--- src/rtl/addsub_pkg.sv ---
// Shared definitions for the pipelined adder/subtractor: parameter legality
// checks, saturation limits and the signed-overflow rule.
package addsub_pkg;

  localparam int MIN_WIDTH  = 8;
  localparam int MAX_WIDTH  = 64;
  localparam int MIN_STAGES = 1;
  localparam int MAX_STAGES = 4;

  // True when the width/stage combination can be built as equal carry slices.
  function automatic bit params_ok(input int width, input int stages);
    return (width >= MIN_WIDTH) && (width <= MAX_WIDTH) &&
           (stages >= MIN_STAGES) && (stages <= MAX_STAGES) &&
           ((width % stages) == 0);
  endfunction

  // Largest positive two's-complement value of the given width, zero-extended.
  function automatic logic [63:0] sat_max(input int width);
    return (64'd1 << (width - 1)) - 64'd1;
  endfunction

  // Most negative two's-complement value of the given width, zero-extended.
  function automatic logic [63:0] sat_min(input int width);
    return 64'd1 << (width - 1);
  endfunction

  // Overflow: operands agree in sign but the raw result does not.
  function automatic logic signed_ovf(input logic sign_a, input logic sign_b,
                                      input logic sign_r);
    return (sign_a == sign_b) && (sign_r != sign_a);
  endfunction

endpackage

--- src/rtl/addsub_slice.sv ---
// One registered carry slice. Adds bits [IDX*SW +: SW] of a and effective b
// with the incoming carry, merges them into the travelling partial sum and
// forwards operands, mode bits and carry to the next stage. The last slice
// also resolves overflow and saturation before its register.
module addsub_slice
  import addsub_pkg::*;
#(
  parameter int WIDTH  = 32,
  parameter int STAGES = 2,
  parameter int IDX    = 0
) (
  input  logic             clk,
  input  logic             rst_n,
  input  logic             up_valid,
  output logic             up_ready,
  input  logic [WIDTH-1:0] up_a,
  input  logic [WIDTH-1:0] up_b,
  input  logic             up_sub,
  input  logic             up_sat,
  input  logic [WIDTH-1:0] up_sum,
  input  logic             up_carry,
  output logic             dn_valid,
  input  logic             dn_ready,
  output logic [WIDTH-1:0] dn_a,
  output logic [WIDTH-1:0] dn_b,
  output logic             dn_sub,
  output logic             dn_sat,
  output logic [WIDTH-1:0] dn_sum,
  output logic             dn_carry,
  output logic             dn_ovf
);

  localparam int  SW   = WIDTH / STAGES;
  localparam int  LO   = IDX * SW;
  localparam bit  LAST = (IDX == STAGES - 1);
  localparam logic [63:0]      SAT_MAX64 = sat_max(WIDTH);
  localparam logic [63:0]      SAT_MIN64 = sat_min(WIDTH);
  localparam logic [WIDTH-1:0] SAT_MAX   = SAT_MAX64[WIDTH-1:0];
  localparam logic [WIDTH-1:0] SAT_MIN   = SAT_MIN64[WIDTH-1:0];

  logic [WIDTH-1:0] eb_s;
  logic [SW:0]      part_s;
  logic [WIDTH-1:0] raw_s;
  logic [WIDTH-1:0] sum_nx_s;
  logic             ovf_s;
  logic             load_s;

  logic             valid_r;
  logic [WIDTH-1:0] a_r;
  logic [WIDTH-1:0] b_r;
  logic             sub_r;
  logic             sat_r;
  logic [WIDTH-1:0] sum_r;
  logic             carry_r;
  logic             ovf_r;

  // The slice can take a beat when empty or when its current beat moves on.
  assign up_ready = !valid_r || dn_ready;
  assign load_s   = up_valid && up_ready;

  // Partial add of this slice, then overflow/saturation in the final slice.
  always_comb begin
    eb_s   = up_b ^ {WIDTH{up_sub}};
    part_s = {1'b0, up_a[LO +: SW]} + {1'b0, eb_s[LO +: SW]} + {{SW{1'b0}}, up_carry};
    raw_s  = up_sum;
    raw_s[LO +: SW] = part_s[SW-1:0];
    if (LAST) begin
      ovf_s = signed_ovf(up_a[WIDTH-1], eb_s[WIDTH-1], raw_s[WIDTH-1]);
    end else begin
      ovf_s = 1'b0;
    end
    if (LAST && up_sat && ovf_s) begin
      sum_nx_s = up_a[WIDTH-1] ? SAT_MIN : SAT_MAX;
    end else begin
      sum_nx_s = raw_s;
    end
  end

  // Stage register: load on transfer, empty when the beat leaves, else hold.
  always_ff @(posedge clk or negedge rst_n) begin
    if (!rst_n) begin
      valid_r <= 1'b0;
      a_r     <= '0;
      b_r     <= '0;
      sub_r   <= 1'b0;
      sat_r   <= 1'b0;
      sum_r   <= '0;
      carry_r <= 1'b0;
      ovf_r   <= 1'b0;
    end else if (load_s) begin
      valid_r <= 1'b1;
      a_r     <= up_a;
      b_r     <= up_b;
      sub_r   <= up_sub;
      sat_r   <= up_sat;
      sum_r   <= sum_nx_s;
      carry_r <= part_s[SW];
      ovf_r   <= ovf_s;
    end else if (dn_ready) begin
      valid_r <= 1'b0;
    end else begin
      valid_r <= valid_r;
    end
  end

  assign dn_valid = valid_r;
  assign dn_a     = a_r;
  assign dn_b     = b_r;
  assign dn_sub   = sub_r;
  assign dn_sat   = sat_r;
  assign dn_sum   = sum_r;
  assign dn_carry = carry_r;
  assign dn_ovf   = ovf_r;

endmodule

--- src/rtl/pipe_addsub.sv ---
// Pipelined adder/subtractor with optional signed saturation. The carry
// chain is cut into STAGES equal slices, one per registered stage, with a
// valid/ready handshake that collapses bubbles.
module pipe_addsub
  import addsub_pkg::*;
#(
  parameter int WIDTH  = 32,
  parameter int STAGES = 2
) (
  input  logic             clk,
  input  logic             rst_n,
  input  logic             in_valid,
  output logic             in_ready,
  input  logic [WIDTH-1:0] a,
  input  logic [WIDTH-1:0] b,
  input  logic             sub,
  input  logic             sat,
  output logic             out_valid,
  input  logic             out_ready,
  output logic [WIDTH-1:0] sum,
  output logic             cout,
  output logic             ovf
);

  if (!params_ok(WIDTH, STAGES)) begin : g_bad_params
    $error("pipe_addsub: WIDTH must be 8..64, STAGES 1..4, WIDTH divisible by STAGES");
  end

  // Index k feeds slice k; index k+1 is what slice k hands on.
  logic             v_s     [STAGES+1];
  logic             rdy_s   [STAGES+1];
  logic [WIDTH-1:0] a_s     [STAGES+1];
  logic [WIDTH-1:0] b_s     [STAGES+1];
  logic             sub_s   [STAGES+1];
  logic             sat_s   [STAGES+1];
  logic [WIDTH-1:0] sum_s   [STAGES+1];
  logic             carry_s [STAGES+1];
  logic             ovf_s   [STAGES];

  assign v_s[0]     = in_valid;
  assign a_s[0]     = a;
  assign b_s[0]     = b;
  assign sub_s[0]   = sub;
  assign sat_s[0]   = sat;
  assign sum_s[0]   = '0;
  assign carry_s[0] = sub;
  assign in_ready   = rdy_s[0];

  assign rdy_s[STAGES] = out_ready;
  assign out_valid     = v_s[STAGES];
  assign sum           = sum_s[STAGES];
  assign cout          = carry_s[STAGES];
  assign ovf           = ovf_s[STAGES-1];

  for (genvar k = 0; k < STAGES; k++) begin : g_stage
    addsub_slice #(
      .WIDTH  (WIDTH),
      .STAGES (STAGES),
      .IDX    (k)
    ) u_slice (
      .clk      (clk),
      .rst_n    (rst_n),
      .up_valid (v_s[k]),
      .up_ready (rdy_s[k]),
      .up_a     (a_s[k]),
      .up_b     (b_s[k]),
      .up_sub   (sub_s[k]),
      .up_sat   (sat_s[k]),
      .up_sum   (sum_s[k]),
      .up_carry (carry_s[k]),
      .dn_valid (v_s[k+1]),
      .dn_ready (rdy_s[k+1]),
      .dn_a     (a_s[k+1]),
      .dn_b     (b_s[k+1]),
      .dn_sub   (sub_s[k+1]),
      .dn_sat   (sat_s[k+1]),
      .dn_sum   (sum_s[k+1]),
      .dn_carry (carry_s[k+1]),
      .dn_ovf   (ovf_s[k])
    );
  end

endmodule
--- config.mk ---
export PLATFORM = sky130hd
export DESIGN_NAME = pipe_addsub
export DESIGN_NICKNAME = d
export VERILOG_FILES = /design/src/rtl/addsub_pkg.sv /design/src/rtl/addsub_slice.sv /design/src/rtl/pipe_addsub.sv
export SDC_FILE = /design/constraint.sdc
export NUM_CORES = 1
export LEC_CHECK = 0
export ABC_CLOCK_PERIOD_IN_PS = 7850
export CORE_MARGIN = 1
export CORE_UTILIZATION = 45
export DETAILED_ROUTE_END_ITERATION = 8
export GPL_TIMING_DRIVEN = 0
export PLACE_DENSITY = 0.79
export REMOVE_ABC_BUFFERS = 1
export SLEW_MARGIN = 20
export SYNTH_ARGS = -nofsm -noshare
export SYNTH_HDL_FRONTEND = slang
export SYNTH_SLANG_ARGS = --single-unit
--- constraint.sdc ---
create_clock -name clk -period 7.85 [get_ports clk]
set_input_delay 0.785 -clock clk [delete_from_list [all_inputs] [get_ports clk]]
set_output_delay 0.785 -clock clk [all_outputs]
set_load 0.05 [all_outputs]
Word level (Yosys, flattened, before mapping)
Index checks and enable logic that the tools add are counted.
{"block": "totals", "inputBits": 70, "wordCells": 35, "regBits": 119}
{"block": "classes", "addsub": 4, "eq_ne": 2, "reduce_logical": 10, "mux": 6, "bitwise": 2}
{"op": "32-bit two-way mux", "count": 2}
{"op": "16-bit by 16-bit adder with 17-bit output", "count": 2}
{"op": "17-bit by 1-bit adder with 17-bit output", "count": 2}
{"op": "32-bit XOR", "count": 1}
{"op": "16-bit XOR", "count": 1}
{"op": "1-bit logical AND", "count": 4}
{"op": "1-bit two-way mux", "count": 4}
{"op": "2-bit nonzero test", "count": 2}
{"op": "1-bit logical NOT", "count": 2}
{"op": "1-bit logical OR", "count": 2}
{"op": "1-bit equality test", "count": 1}
{"op": "1-bit != test", "count": 1}

Logic depth before layout (Yosys ltp)
{"block": "depth", "word_depth": 7, "ltp_mapped": 13}

Modules after synthesis
A second synthesis with hierarchy kept.
{"block": "hier_totals", "cells_unflattened": 1109, "area_unflattened_um2": 9614.2}
{"mod": "addsub_slice at g_stage[0].u_slice", "n_inst": 1, "seq_area_each_um2": 2502.4, "area_per_inst_um2": 4805.9, "cells_per_inst": 554}
{"mod": "addsub_slice at g_stage[1].u_slice", "n_inst": 1, "seq_area_each_um2": 2527.4, "area_per_inst_um2": 4804.6, "cells_per_inst": 554}
{"mod": "pipe_addsub", "n_inst": 1, "seq_area_each_um2": 0.0, "area_per_inst_um2": 3.8, "cells_per_inst": 1}

Worst setup path after synthesis
No wires, ideal clock.
{"block": "synth_path", "path_kind": "reg-to-reg", "from": "reg g_stage[0].u_slice.sub_r", "to": "reg g_stage[1].u_slice.sum_r[28]", "slack_ps": 4543, "required_time_ps": 7767, "path_stages_with_launch": 14, "arrival_time_ps": 3224, "cell_sequence": "dfrtp_1 -> clkbuf_1 -> clkbuf_1 -> xnor2_1 -> fa_1 -> inv_1 -> fa_1 -> a21oi_1 -> nand4b_1 -> a21boi_0 -> a211oi_1 -> o311ai_0 -> a21boi_0 -> o21ai_0"}
{"block": "synth_between", "elab_chain_cells": 7}
{"element": "start: declaration", "line_no": "addsub_slice.sv:51", "text": "logic sub_r;"}
{"element": "start signal: assignment", "line_no": "addsub_slice.sv:94", "text": "sub_r <= up_sub;"}
{"element": "32-bit XOR *", "line_no": "addsub_slice.sv:63", "text": "eb_s = up_b ^ {WIDTH{up_sub}};"}
{"element": "16-bit by 16-bit adder with 17-bit output", "line_no": "addsub_slice.sv:64", "text": "part_s = {1'b0, up_a[LO +: SW]} + {1'b0, eb_s[LO +: SW]} + {{SW{1'b0}}, up_carry};"}
{"element": "17-bit by 1-bit adder with 17-bit output", "line_no": "addsub_slice.sv:64"}
{"element": "1-bit != test", "line_no": "addsub_pkg.sv:30", "text": "return (sign_a == sign_b) && (sign_r != sign_a);"}
{"element": "1-bit logical AND", "line_no": "addsub_pkg.sv:30"}
{"element": "1-bit logical AND", "line_no": "addsub_slice.sv:72", "text": "if (LAST && up_sat && ovf_s) begin"}
{"element": "32-bit two-way mux *", "line_no": "addsub_slice.sv:72"}
{"element": "end signal: assignment", "line_no": "addsub_slice.sv:96", "text": "sum_r <= sum_nx_s;"}
{"element": "end: declaration", "line_no": "addsub_slice.sv:53", "text": "logic [WIDTH-1:0] sum_r;"}
Mark *: on every way between the ends. The rest lies on a longest branch, timed or not.
A chain may end at the register's enable or synchronous reset.

Worst setup path in the final report
{"block": "layout_path", "from": "reg g_stage[0].u_slice.sub_r", "to": "reg g_stage[1].u_slice.sum_r[30]"}
The elaborated chain is that of the path after synthesis.

==> results_dict.tcl <==
set metrics [dict create \
    crit_required_ps 8130 \
    grt_pass1_wl_mm 19.5 \
    seqPwrFrac_pct 29.3 \
    drtIter0Drc 206 \
    crit_arrival_ps 4360 \
    remaining_drc_errors 0 \
    coreArea_um2 11000 \
    ant_nets 0 \
    drv_slew 0 \
    p_clk_share_pct 20.5 \
    rows 38 \
    htreeDepth 3 \
    ys_top_cells_by_area "dfrtp_1 (42%), mux2_2 (7.8%), ha_1 (7.3%)" \
    ctsHoldBuffers 0 \
    p_leak_nw 2.90 \
    peakVddDrop_mv 0.171 \
    post-place-ws_ps 3580 \
    grt_pass1_vias 4249 \
    worst_pin_slew_ps 968 \
    async_flop_share_pct 100 \
    start_util_pct 46.9 \
    cts_tree "built" \
    drtPass1Iterations 4 \
    post-route-period-util_pct 52.0 \
    layout.nets 722 \
    grt_max_degree 50 \
    cts_sinks 87 \
    cts-resized-gates 0 \
    ys.warnings.count 0 \
    clock.fmax_ghz 0.245 \
    avgSynthCellArea_um2 9.85 \
    syn_to_final_growth_pct 28.8 \
    io_buffers 105 \
    setup_viol_count_final 0 \
    fin_tns_setup_ps 0 \
    overflow 0 \
    post_drt_via_cell_ratio 5.51 \
    power_frac_comb_pct 50.2 \
    final_common_cell "clkdlybuf4s50_1" \
    p_sw_mw 0.948 \
    status "complete, no violations" \
    antennaDiodeCount 0 \
    synth_edf_count 0 \
    relSlewSlack_pct 35.5 \
    pwr_density_cell_nw_per_um2 339 \
    gp_congestion 0.968 \
    avgRoutedWirePerCell_um 15.5 \
    yosys_most_used_dff "dfrtp_1" \
    drive_gt1_share_pct 10.1 \
    sw_frac_of_total_pct 41.9 \
    critical_path_class "register to register" \
    grt_antenna_before_repair 0 \
    finClkSkew_ps 6.69 \
    vias 4211 \
    boundaryPins 106 \
    post_synth_num_cell_types 50 \
    clk-insertion-delay-late_ps 340 \
    die_x_um 109 \
    timing.final.ws_setup_ps 3770 \
    hold_class "primary input to asynchronous set/reset pin" \
    syn-cell-area_um2 5170 \
    seq_area_frac_synth_pct 42.1 \
    clk_path_buf_depth 2 \
    power.internal_mw 1.31 \
    cts-buffers-inserted 9 \
    hpwl_mm 8.39 \
    cap_violations 0 \
    most-common-layout-cells "clkdlybuf4s50_1 (104), dfrtp_1 (87), a21oi_1 (53)" \
    die_h_um 109 \
    ys_seq_elements 87 \
    die_area_um2 11900 \
    period_minus_slack_ps 4080 \
    grtUsageTotal_pct 21.1 \
    wl_mm 11.8 \
    setup.worst_path.start_class "register" \
    rsz0062_at_grt "false" \
    cts_root_buf "clkbuf_16" \
    path_clk_slew_ps 60 \
    crit_fanout 27 \
    synth_cells 525 \
    yosysTopAreaCellShare_pct 42.1 \
    worstSetupEndpointType "register" \
    report.final.hold_viol_count 0 \
    synth_top_area_cell "dfrtp_1" \
    post_cts_buffers 0 \
]
-- stage by stage --
stage	hold WS [ps]	instance area (um2)	std cells	power, mW	utilization [%]
2_1_floorplan	450	5060	501	1.45	-
3_3_place_gp	460	6290	746	1.76	57.0
3_5_place_dp	470	6340	748	1.80	57.4
4_1_cts	456	6660	764	2.27	60.4
5_1_grt	488	6660	764	2.40	60.4
6_report	433	6660	764	2.26	60.4
-- cells in the mapped netlist, drive strengths merged (6+ instances only) --
master   n
a21o    13
a21oi   54
a31oi    6
and3     6
buf     10
clkbuf  14
dfrtp   87
ha      30
inv     14
mux2    36
nand2   52
nand2b   6
nand3    7
nor2    33
o21a     6
o21ai   35
xnor2   17
xor2    38
-- cells by family after synthesis --
| logic type | share of synthesized area [%] |
|---|---|
| buffers and inverters | 3.10 |
| DFF | 42.1 |
| and+or+nand+nor | 11.6 |
| AOI/OAI and AO/OA | 17.0 |
| xor gates and xnor gates | 9.32 |
| adders and majority gates | 8.42 |
| muxes | 8.47 |
-- power by group through the flow --
stage	registers, mW	clock network, mW	logic, mW
CTS	0.664	0.472	1.13
global placement	0.666	0	1.10
floorplan	0.918	0	0.530
finish	0.662	0.464	1.13
detailed placement	0.670	0	1.13
global route	0.679	0.493	1.23
-- final timing paths --
kind / from / to / slack, ps / depth (start not counted)
worst max-delay path: g_stage[0].u_slice.dn_sub / g_stage[1].u_slice.dn_sum[30] / 3770 / 9
worst min-delay path: rst_n / g_stage[0].u_slice.dn_a[31] / 430 / 1
worst max register to register: g_stage[0].u_slice.dn_sub / g_stage[1].u_slice.dn_sum[30] / 3770 / 9
worst min register to register: g_stage[0].u_slice.dn_sum[4] / g_stage[0].u_slice.dn_sum[4] / 480 / 2
max in group asynchronous: rst_n / g_stage[0].u_slice.dn_sum[3] / 6780 / 2
min in group clk: g_stage[0].u_slice.dn_sum[4] / g_stage[0].u_slice.dn_sum[4] / 480 / 2
-- flip-flops by register name, summed over array words and instances (netlist names) --
signal and count:
g_stage.u_slice.dn_valid 2, g_stage.u_slice.dn_sum 48, g_stage.u_slice.dn_carry 2, g_stage.u_slice.dn_b 16, g_stage.u_slice.dn_sat 1, g_stage.u_slice.dn_ovf 1
g_stage.u_slice.dn_a 16, g_stage.u_slice.dn_sub 1
-- routing by layer --
layer	global-route usage (%)	vias to the layer above	part of all wire (%)
met4	8.76	0	2.2
met3	5.14	29	6.6
li1	-	2035	-
met1	25.9	2006	43
met2	35.4	141	48
met5	0	-	0
-- cell type report --
type | count | area, um2
fill | 945 | 4370
multi-input combinational | 400 | 2840
sequential | 87 | 2180
timing repair buffer | 107 | 1090
clock buffer | 11 | 243
tap | 140 | 175
clock inverter | 5 | 81.3
inverter | 14 | 52.6
-- worst max-delay path, stage by stage (launching register included) --
cell and delay [ps]:
dfrtp_1 970, xor2_1 150, ha_1 440, a21o_1 230
a211oi_1 350, and3_1 230, a21o_1 330, mux2i_4 820
nor3b_1 300, o22a_1 160
Note: power is estimated with default switching activity, not from simulation.
